[src/rtl/rv32i_pkg.sv]
// rtl/rv32i_pkg.sv - RV32I opcodes, encoder format codes and output queue word type
package rv32i_pkg;

    localparam logic [6:0] OPC_LUI    = 7'b0110111;
    localparam logic [6:0] OPC_AUIPC  = 7'b0010111;
    localparam logic [6:0] OPC_JAL    = 7'b1101111;
    localparam logic [6:0] OPC_JALR   = 7'b1100111;
    localparam logic [6:0] OPC_BRANCH = 7'b1100011;
    localparam logic [6:0] OPC_OP_IMM = 7'b0010011;
    localparam logic [6:0] OPC_OP     = 7'b0110011;

    typedef enum logic [2:0] {
        FMT_LUI    = 3'd0,
        FMT_AUIPC  = 3'd1,
        FMT_JAL    = 3'd2,
        FMT_JALR   = 3'd3,
        FMT_BRANCH = 3'd4,
        FMT_OP_IMM = 3'd5,
        FMT_OP     = 3'd6
    } fmt_t;

    typedef struct packed {
        logic [31:0] instr;
        logic        err;
    } enc_word_t;

    // True when v is representable as an nbits-wide two's complement value.
    function automatic logic fits_signed(input logic [31:0] v, input int unsigned nbits);
        logic [31:0] hi;
        hi = $unsigned($signed(v) >>> (nbits - 1));
        return (hi == 32'd0) || (hi == 32'hFFFF_FFFF);
    endfunction

endpackage

[src/rtl/rv32i_instr_encoder_if.sv]
// rtl/rv32i_instr_encoder_if.sv - field input and encoded word output handshake bundle
interface rv32i_instr_encoder_if #(
    parameter int ADDR_W = 32
);
    logic              in_valid;
    logic              in_ready;
    logic [2:0]        in_fmt;
    logic [4:0]        in_rd;
    logic [4:0]        in_rs1;
    logic [4:0]        in_rs2;
    logic [2:0]        in_funct3;
    logic              in_alt;
    logic [31:0]       in_imm;
    logic              addr_load;
    logic [ADDR_W-1:0] addr_base;
    logic              out_valid;
    logic              out_ready;
    logic [31:0]       out_instr;
    logic [ADDR_W-1:0] out_addr;
    logic              out_err;

    modport master (
        output in_valid, in_fmt, in_rd, in_rs1, in_rs2, in_funct3, in_alt, in_imm,
        output addr_load, addr_base, out_ready,
        input  in_ready, out_valid, out_instr, out_addr, out_err
    );

    modport slave (
        input  in_valid, in_fmt, in_rd, in_rs1, in_rs2, in_funct3, in_alt, in_imm,
        input  addr_load, addr_base, out_ready,
        output in_ready, out_valid, out_instr, out_addr, out_err
    );
endinterface

[src/rtl/rv32i_imm_pack.sv]
// rtl/rv32i_imm_pack.sv - combinational fields-to-word packer; immediate range checks under RV32I_ENC_RANGE_CHECK_EN
module rv32i_imm_pack
    import rv32i_pkg::*;
(
    input  logic [2:0]  fmt_i,
    input  logic [4:0]  rd_i,
    input  logic [4:0]  rs1_i,
    input  logic [4:0]  rs2_i,
    input  logic [2:0]  funct3_i,
    input  logic        alt_i,
    input  logic [31:0] imm_i,
    output enc_word_t   word_o
);
    logic [31:0] raw;
    logic        legal;
    logic        range_ok;
    logic        is_shift;

    always_comb begin
        raw      = 32'd0;
        legal    = 1'b1;
        range_ok = 1'b1;
        is_shift = (funct3_i == 3'b001) || (funct3_i == 3'b101);

        case (fmt_i)
            FMT_LUI:    raw = {imm_i[31:12], rd_i, OPC_LUI};
            FMT_AUIPC:  raw = {imm_i[31:12], rd_i, OPC_AUIPC};
            FMT_JAL:    raw = {imm_i[20], imm_i[10:1], imm_i[11], imm_i[19:12], rd_i, OPC_JAL};
            FMT_JALR:   raw = {imm_i[11:0], rs1_i, 3'b000, rd_i, OPC_JALR};
            FMT_BRANCH: raw = {imm_i[12], imm_i[10:5], rs2_i, rs1_i, funct3_i,
                               imm_i[4:1], imm_i[11], OPC_BRANCH};
            FMT_OP_IMM: raw = is_shift
                            ? {1'b0, alt_i, 5'b00000, imm_i[4:0], rs1_i, funct3_i, rd_i, OPC_OP_IMM}
                            : {imm_i[11:0], rs1_i, funct3_i, rd_i, OPC_OP_IMM};
            FMT_OP:     raw = {1'b0, alt_i, 5'b00000, rs2_i, rs1_i, funct3_i, rd_i, OPC_OP};
            default:    legal = 1'b0;
        endcase

`ifdef RV32I_ENC_RANGE_CHECK_EN
        case (fmt_i)
            FMT_LUI, FMT_AUIPC: range_ok = (imm_i[11:0] == 12'd0);
            FMT_JAL:            range_ok = fits_signed(imm_i, 21) && !imm_i[0];
            FMT_JALR:           range_ok = fits_signed(imm_i, 12);
            FMT_BRANCH:         range_ok = fits_signed(imm_i, 13) && !imm_i[0]
                                           && (funct3_i[2:1] != 2'b01);
            FMT_OP_IMM:         range_ok = is_shift ? (imm_i[31:5] == 27'd0)
                                                    : fits_signed(imm_i, 12);
            default:            range_ok = 1'b1;
        endcase
`endif

        word_o.instr = (legal && range_ok) ? raw : 32'd0;
        word_o.err   = !(legal && range_ok);
    end
endmodule

[src/rtl/rv32i_instr_encoder.sv]
// rtl/rv32i_instr_encoder.sv - RV32I encoder top: 2-entry output queue, address counter, handshakes
module rv32i_instr_encoder
    import rv32i_pkg::*;
#(
    parameter int                ADDR_W     = 32,
    parameter logic [ADDR_W-1:0] RESET_ADDR = '0
) (
    input  logic clk,
    input  logic rst,
    rv32i_instr_encoder_if.slave bus
);
    enc_word_t         word;
    enc_word_t         head_q, head_d, tail_q, tail_d;
    logic [ADDR_W-1:0] head_addr_q, head_addr_d, tail_addr_q, tail_addr_d;
    logic [ADDR_W-1:0] cnt_q, cnt_d, entry_addr;
    logic [1:0]        count_q, count_d;
    logic              accept, pop;

    rv32i_imm_pack u_pack (
        .fmt_i    (bus.in_fmt),
        .rd_i     (bus.in_rd),
        .rs1_i    (bus.in_rs1),
        .rs2_i    (bus.in_rs2),
        .funct3_i (bus.in_funct3),
        .alt_i    (bus.in_alt),
        .imm_i    (bus.in_imm),
        .word_o   (word)
    );

    assign bus.in_ready  = (count_q != 2'd2);
    assign bus.out_valid = (count_q != 2'd0);
    assign bus.out_instr = head_q.instr;
    assign bus.out_err   = head_q.err;
    assign bus.out_addr  = head_addr_q;

    assign accept     = bus.in_valid && bus.in_ready;
    assign pop        = bus.out_valid && bus.out_ready;
    assign entry_addr = bus.addr_load ? bus.addr_base : cnt_q;

    // The head slot is the output register; the tail shifts into it on pop.
    always_comb begin
        head_d      = head_q;
        tail_d      = tail_q;
        head_addr_d = head_addr_q;
        tail_addr_d = tail_addr_q;
        if (pop) begin
            head_d      = tail_q;
            head_addr_d = tail_addr_q;
        end
        if (accept) begin
            if ((count_q == 2'd0) || (pop && (count_q == 2'd1))) begin
                head_d      = word;
                head_addr_d = entry_addr;
            end else begin
                tail_d      = word;
                tail_addr_d = entry_addr;
            end
        end
        count_d = count_q + {1'b0, accept} - {1'b0, pop};
        if (accept) begin
            cnt_d = entry_addr + ADDR_W'(4);
        end else if (bus.addr_load) begin
            cnt_d = bus.addr_base;
        end else begin
            cnt_d = cnt_q;
        end
    end

    always_ff @(posedge clk) begin
        if (rst) begin
            head_q      <= '0;
            tail_q      <= '0;
            head_addr_q <= RESET_ADDR;
            tail_addr_q <= RESET_ADDR;
            count_q     <= 2'd0;
            cnt_q       <= RESET_ADDR;
        end else begin
            head_q      <= head_d;
            tail_q      <= tail_d;
            head_addr_q <= head_addr_d;
            tail_addr_q <= tail_addr_d;
            count_q     <= count_d;
            cnt_q       <= cnt_d;
        end
    end
endmodule

[src/flat_wrapper.sv]
// flat-port wrapper written by rule: the top's interface ports become plain ports
module rv32i_instr_encoder_flat import rv32i_pkg::*;
#(
    parameter int                ADDR_W     = 32,
    parameter logic [ADDR_W-1:0] RESET_ADDR = '0
)
  (clk, rst, bus_in_valid, bus_in_fmt, bus_in_rd, bus_in_rs1, bus_in_rs2, bus_in_funct3, bus_in_alt, bus_in_imm, bus_addr_load, bus_addr_base, bus_out_ready, bus_in_ready, bus_out_valid, bus_out_instr, bus_out_addr, bus_out_err);
  rv32i_instr_encoder_if #(.ADDR_W(ADDR_W)) bus_i ();
  input  logic clk;
  input  logic rst;
  input wire logic [$bits(bus_i.in_valid)-1:0] bus_in_valid;
  input wire logic [$bits(bus_i.in_fmt)-1:0] bus_in_fmt;
  input wire logic [$bits(bus_i.in_rd)-1:0] bus_in_rd;
  input wire logic [$bits(bus_i.in_rs1)-1:0] bus_in_rs1;
  input wire logic [$bits(bus_i.in_rs2)-1:0] bus_in_rs2;
  input wire logic [$bits(bus_i.in_funct3)-1:0] bus_in_funct3;
  input wire logic [$bits(bus_i.in_alt)-1:0] bus_in_alt;
  input wire logic [$bits(bus_i.in_imm)-1:0] bus_in_imm;
  input wire logic [$bits(bus_i.addr_load)-1:0] bus_addr_load;
  input wire logic [$bits(bus_i.addr_base)-1:0] bus_addr_base;
  input wire logic [$bits(bus_i.out_ready)-1:0] bus_out_ready;
  output wire logic [$bits(bus_i.in_ready)-1:0] bus_in_ready;
  output wire logic [$bits(bus_i.out_valid)-1:0] bus_out_valid;
  output wire logic [$bits(bus_i.out_instr)-1:0] bus_out_instr;
  output wire logic [$bits(bus_i.out_addr)-1:0] bus_out_addr;
  output wire logic [$bits(bus_i.out_err)-1:0] bus_out_err;
  assign bus_i.in_valid = bus_in_valid;
  assign bus_i.in_fmt = bus_in_fmt;
  assign bus_i.in_rd = bus_in_rd;
  assign bus_i.in_rs1 = bus_in_rs1;
  assign bus_i.in_rs2 = bus_in_rs2;
  assign bus_i.in_funct3 = bus_in_funct3;
  assign bus_i.in_alt = bus_in_alt;
  assign bus_i.in_imm = bus_in_imm;
  assign bus_i.addr_load = bus_addr_load;
  assign bus_i.addr_base = bus_addr_base;
  assign bus_i.out_ready = bus_out_ready;
  assign bus_in_ready = bus_i.in_ready;
  assign bus_out_valid = bus_i.out_valid;
  assign bus_out_instr = bus_i.out_instr;
  assign bus_out_addr = bus_i.out_addr;
  assign bus_out_err = bus_i.out_err;
  rv32i_instr_encoder #(.ADDR_W(ADDR_W), .RESET_ADDR(RESET_ADDR)) u_core (.clk(clk), .rst(rst), .bus(bus_i));
endmodule
[config.mk]
export PLATFORM = sky130hd
export DESIGN_NAME = rv32i_instr_encoder_flat
export DESIGN_NICKNAME = d
export VERILOG_FILES = /design/src/rtl/rv32i_pkg.sv /design/src/rtl/rv32i_instr_encoder_if.sv /design/src/rtl/rv32i_imm_pack.sv /design/src/rtl/rv32i_instr_encoder.sv /design/src/flat_wrapper.sv
export SDC_FILE = /design/constraint.sdc
export NUM_CORES = 1
export LEC_CHECK = 0
export ABC_CLOCK_PERIOD_IN_PS = 3850
export CORE_MARGIN = 10
export CORE_UTILIZATION = 29
export DETAILED_ROUTE_END_ITERATION = 8
export PLACE_DENSITY = 0.58
export SLEW_MARGIN = 20
export SYNTH_ARGS = -nofsm -noshare
export SYNTH_HDL_FRONTEND = slang
export SYNTH_SLANG_ARGS = --single-unit
[constraint.sdc]
create_clock -name clk -period 3.85 [get_ports clk]
set_input_delay 0.385 -clock clk [delete_from_list [all_inputs] [get_ports clk]]
set_output_delay 0.385 -clock clk [all_outputs]
set_load 0.03 [all_outputs]
==> results_dict.tcl <==
set metrics [dict create \
    die_w_um 185 \
    routed_wl_um 25700 \
    critical_path_class "reg -> out" \
    die-height_um 185 \
    yosysWarnings 0 \
    drive_above_1_share 0.0662 \
    relSlewSlack 0.290 \
    finalNetCount 1198 \
    clockBufferDepth 2 \
    core-area_um2 26900 \
    yosys.area.top_type "dfxtp_1" \
    root_buffer "clkbuf_16" \
    htreeDepth 4 \
    fmax_ghz 0.377 \
    port_buffers 157 \
    antenna_left 0 \
    syn2layout_area_growth_pct 31.0 \
    whs_ns 0.459 \
    startpoint_type "flip-flop" \
    dr_total_vias 7472 \
    n_fill_cell 2806 \
    grt_first_pass_wirelength_um 40600 \
    holdBufCountCts 0 \
    rsz0062_at_grt "no" \
    first_pass_iters 5 \
    setup_viol 0 \
    first_global_vias 7237 \
    ios 158 \
    drv_slew 0 \
    clk-insertion-delay-late_ns 0.43 \
    post-cts-setup-buffers 0 \
    p_leak_nw 3.65 \
    cts-buffers-inserted 17 \
    dp.cells 1426 \
    grt_max_degree 96 \
    fin_tns_setup_ns 0 \
    routedWlPerCell_um 17.6 \
    postSynthAreaPerCell_um2 8.02 \
    rows 60 \
    top_usage_layer "met2" \
    grt.total_usage 0.149 \
    synthArstFlopShare 0 \
    vias_per_cell 5.12 \
    drv_cap 0 \
    yosys.area.top_type_share 0.412 \
    grt_util_met2 0.237 \
    ir_worst_vdd_mv 0.393 \
    synth_seq_cells 163 \
    drt_iter0_markers 472 \
    crit_required_ns 3.46 \
    hpwl_um 18100 \
    min_period_over_period 0.688 \
    hold_violations 0 \
    gp_congestion 0.855 \
    endpoint_kind "output pin" \
    dieArea_um2 34300 \
    status "finished, final reports clean" \
    grt_overflow 0 \
    antenna_found_initial 0 \
    cts_tree "done" \
    synth_common_cells "194 x nand2_1, 163 x dfxtp_1, 111 x nor2_1, 86 x a211oi_1, 68 x a21oi_1" \
    worstPathArrival_ns 2.26 \
    synth.most_common_cell "nand2_1" \
    period_needed_ns 2.65 \
    synth_ff_type "dfxtp_1" \
    synth_cell_types 61 \
    post_cts_resized 0 \
    synth_edf_count 0 \
    use_met1 0.187 \
    reg2reg_slack_ns 1.53 \
    max_slew.worst_pin.slew_ns 1.07 \
    diodes 0 \
    power_density_nw_per_um2 569 \
    drcViolationCount 0 \
    synth_area_um2 7920 \
    critPathMaxFanout 5 \
    met3_usage 0.0543 \
    cts_sinks 163 \
    clkTransAtPathRegs_ns 0.07 \
    ys_seq_area_frac 0.412 \
    min_path_type "reg -> reg" \
    postSynthCellCount 987 \
    initial_core_util 0.295 \
    stdcell_count 1458 \
    synthTopCellsByArea "dfxtp_1 41%, nand2_1 9.2%, a211oi_1 8.2%" \
    finClkSkew_ns 0.0183 \
    synth_fp_nets 1081 \
]
kinds of logic (layout without fill, tap and decap cells):
family,count (synthesis),count (layout),share of synthesized area
buf+inv,86,216,0.0452
compound gates,241,241,0.215
xor+xnor,14,14,0.0155
fa+ha+maj,3,3,0.00474
flops,163,163,0.412
mux,36,36,0.0468
simple gates,444,444,0.260
through the flow:
stage	setup slack [ns]	power, mW	instance area (um^2)	utilization
after CTS	1.18	5.99	10400	0.386
after global placement	0.877	4.20	9770	0.364
after detailed placement	0.850	4.21	9770	0.364
final	1.20	5.90	10400	0.386
after global routing	1.01	6.25	10400	0.386
after floorplan	1.17	3.40	7920	-
cell type report:
cell class	instances	area, um^2	area share
clock inverter	14	169	0.0163
sequential	163	3260	0.315
clock buffer	18	429	0.0414
tap	341	427	0.0411
multi-input combinational	738	4330	0.417
timing repair buffer	174	1720	0.166
inverter	10	37.5	0.00362
power by group:
group          leakage (nW)  internal (mW)  switching [mW]
Sequential             1.34           1.95           0.158
Combinational          2.03          0.778            1.27
Clock                 0.284          0.980           0.775
state kept, by name, indices dropped and copies added (netlist names):
| name | flops |
|---|---|
| u_core.bus.out_err | 1 |
| u_core.cnt_q | 32 |
| u_core.bus.out_instr | 32 |
| u_core.bus.out_addr | 32 |
| u_core.tail_q | 32 |
| u_core.count_q | 2 |
| u_core.tail_addr_q | 32 |
layout by cell type, fill, tap and decap left out, drive strengths merged, types with 3 or more instances in the layout:
cell type and instances:
a31oi 7, o21a 3, a222oi 4, clkbuf 18, a22oi 17, o31a 3, nand2 194, and2 8
mux2 8, xnor2 12, nand3 23, a311oi 19, a211oi 86, and3 36, nand3b 14, dfxtp 163
nor2b 12, clkinvlp 3, buf 19, mux2i 28, a22o 7, nand4 12, inv 16, nor2 111
clkinv 3, ha 3, a21oi 68, clkdlybuf4s50 155, nand2b 8, o21ai 9, nor3 15
layer usage:
layer	wire, um	vias to the layer above
met2	12000	190
met1	11500	3517
met3	1900	15
met5	0	-
met4	238	0
li1	-	3750
critical path, cell delays in order (launching register included):
cell and delay (ns):
dfxtp_1 0.44, nor2b_1 0.58, inv_1 0.17, clkdlybuf4s50_1 0.63
final timing paths:
kind | depth (start not counted) | to | from
worst max-delay path | 3 | bus_in_ready | u_core.count_q[1]$_SDFF_PP0_
worst min-delay path | 2 | u_core.tail_addr_q[21]$_SDFFE_PP0P_ | u_core.tail_addr_q[21]$_SDFFE_PP0P_
worst max register to register | 8 | u_core.cnt_q[24]$_SDFF_PP0_ | u_core.cnt_q[2]$_SDFF_PP0_
worst min register to register | 2 | u_core.tail_addr_q[21]$_SDFFE_PP0P_ | u_core.tail_addr_q[21]$_SDFFE_PP0P_
Power figures use the tool's default switching activity.
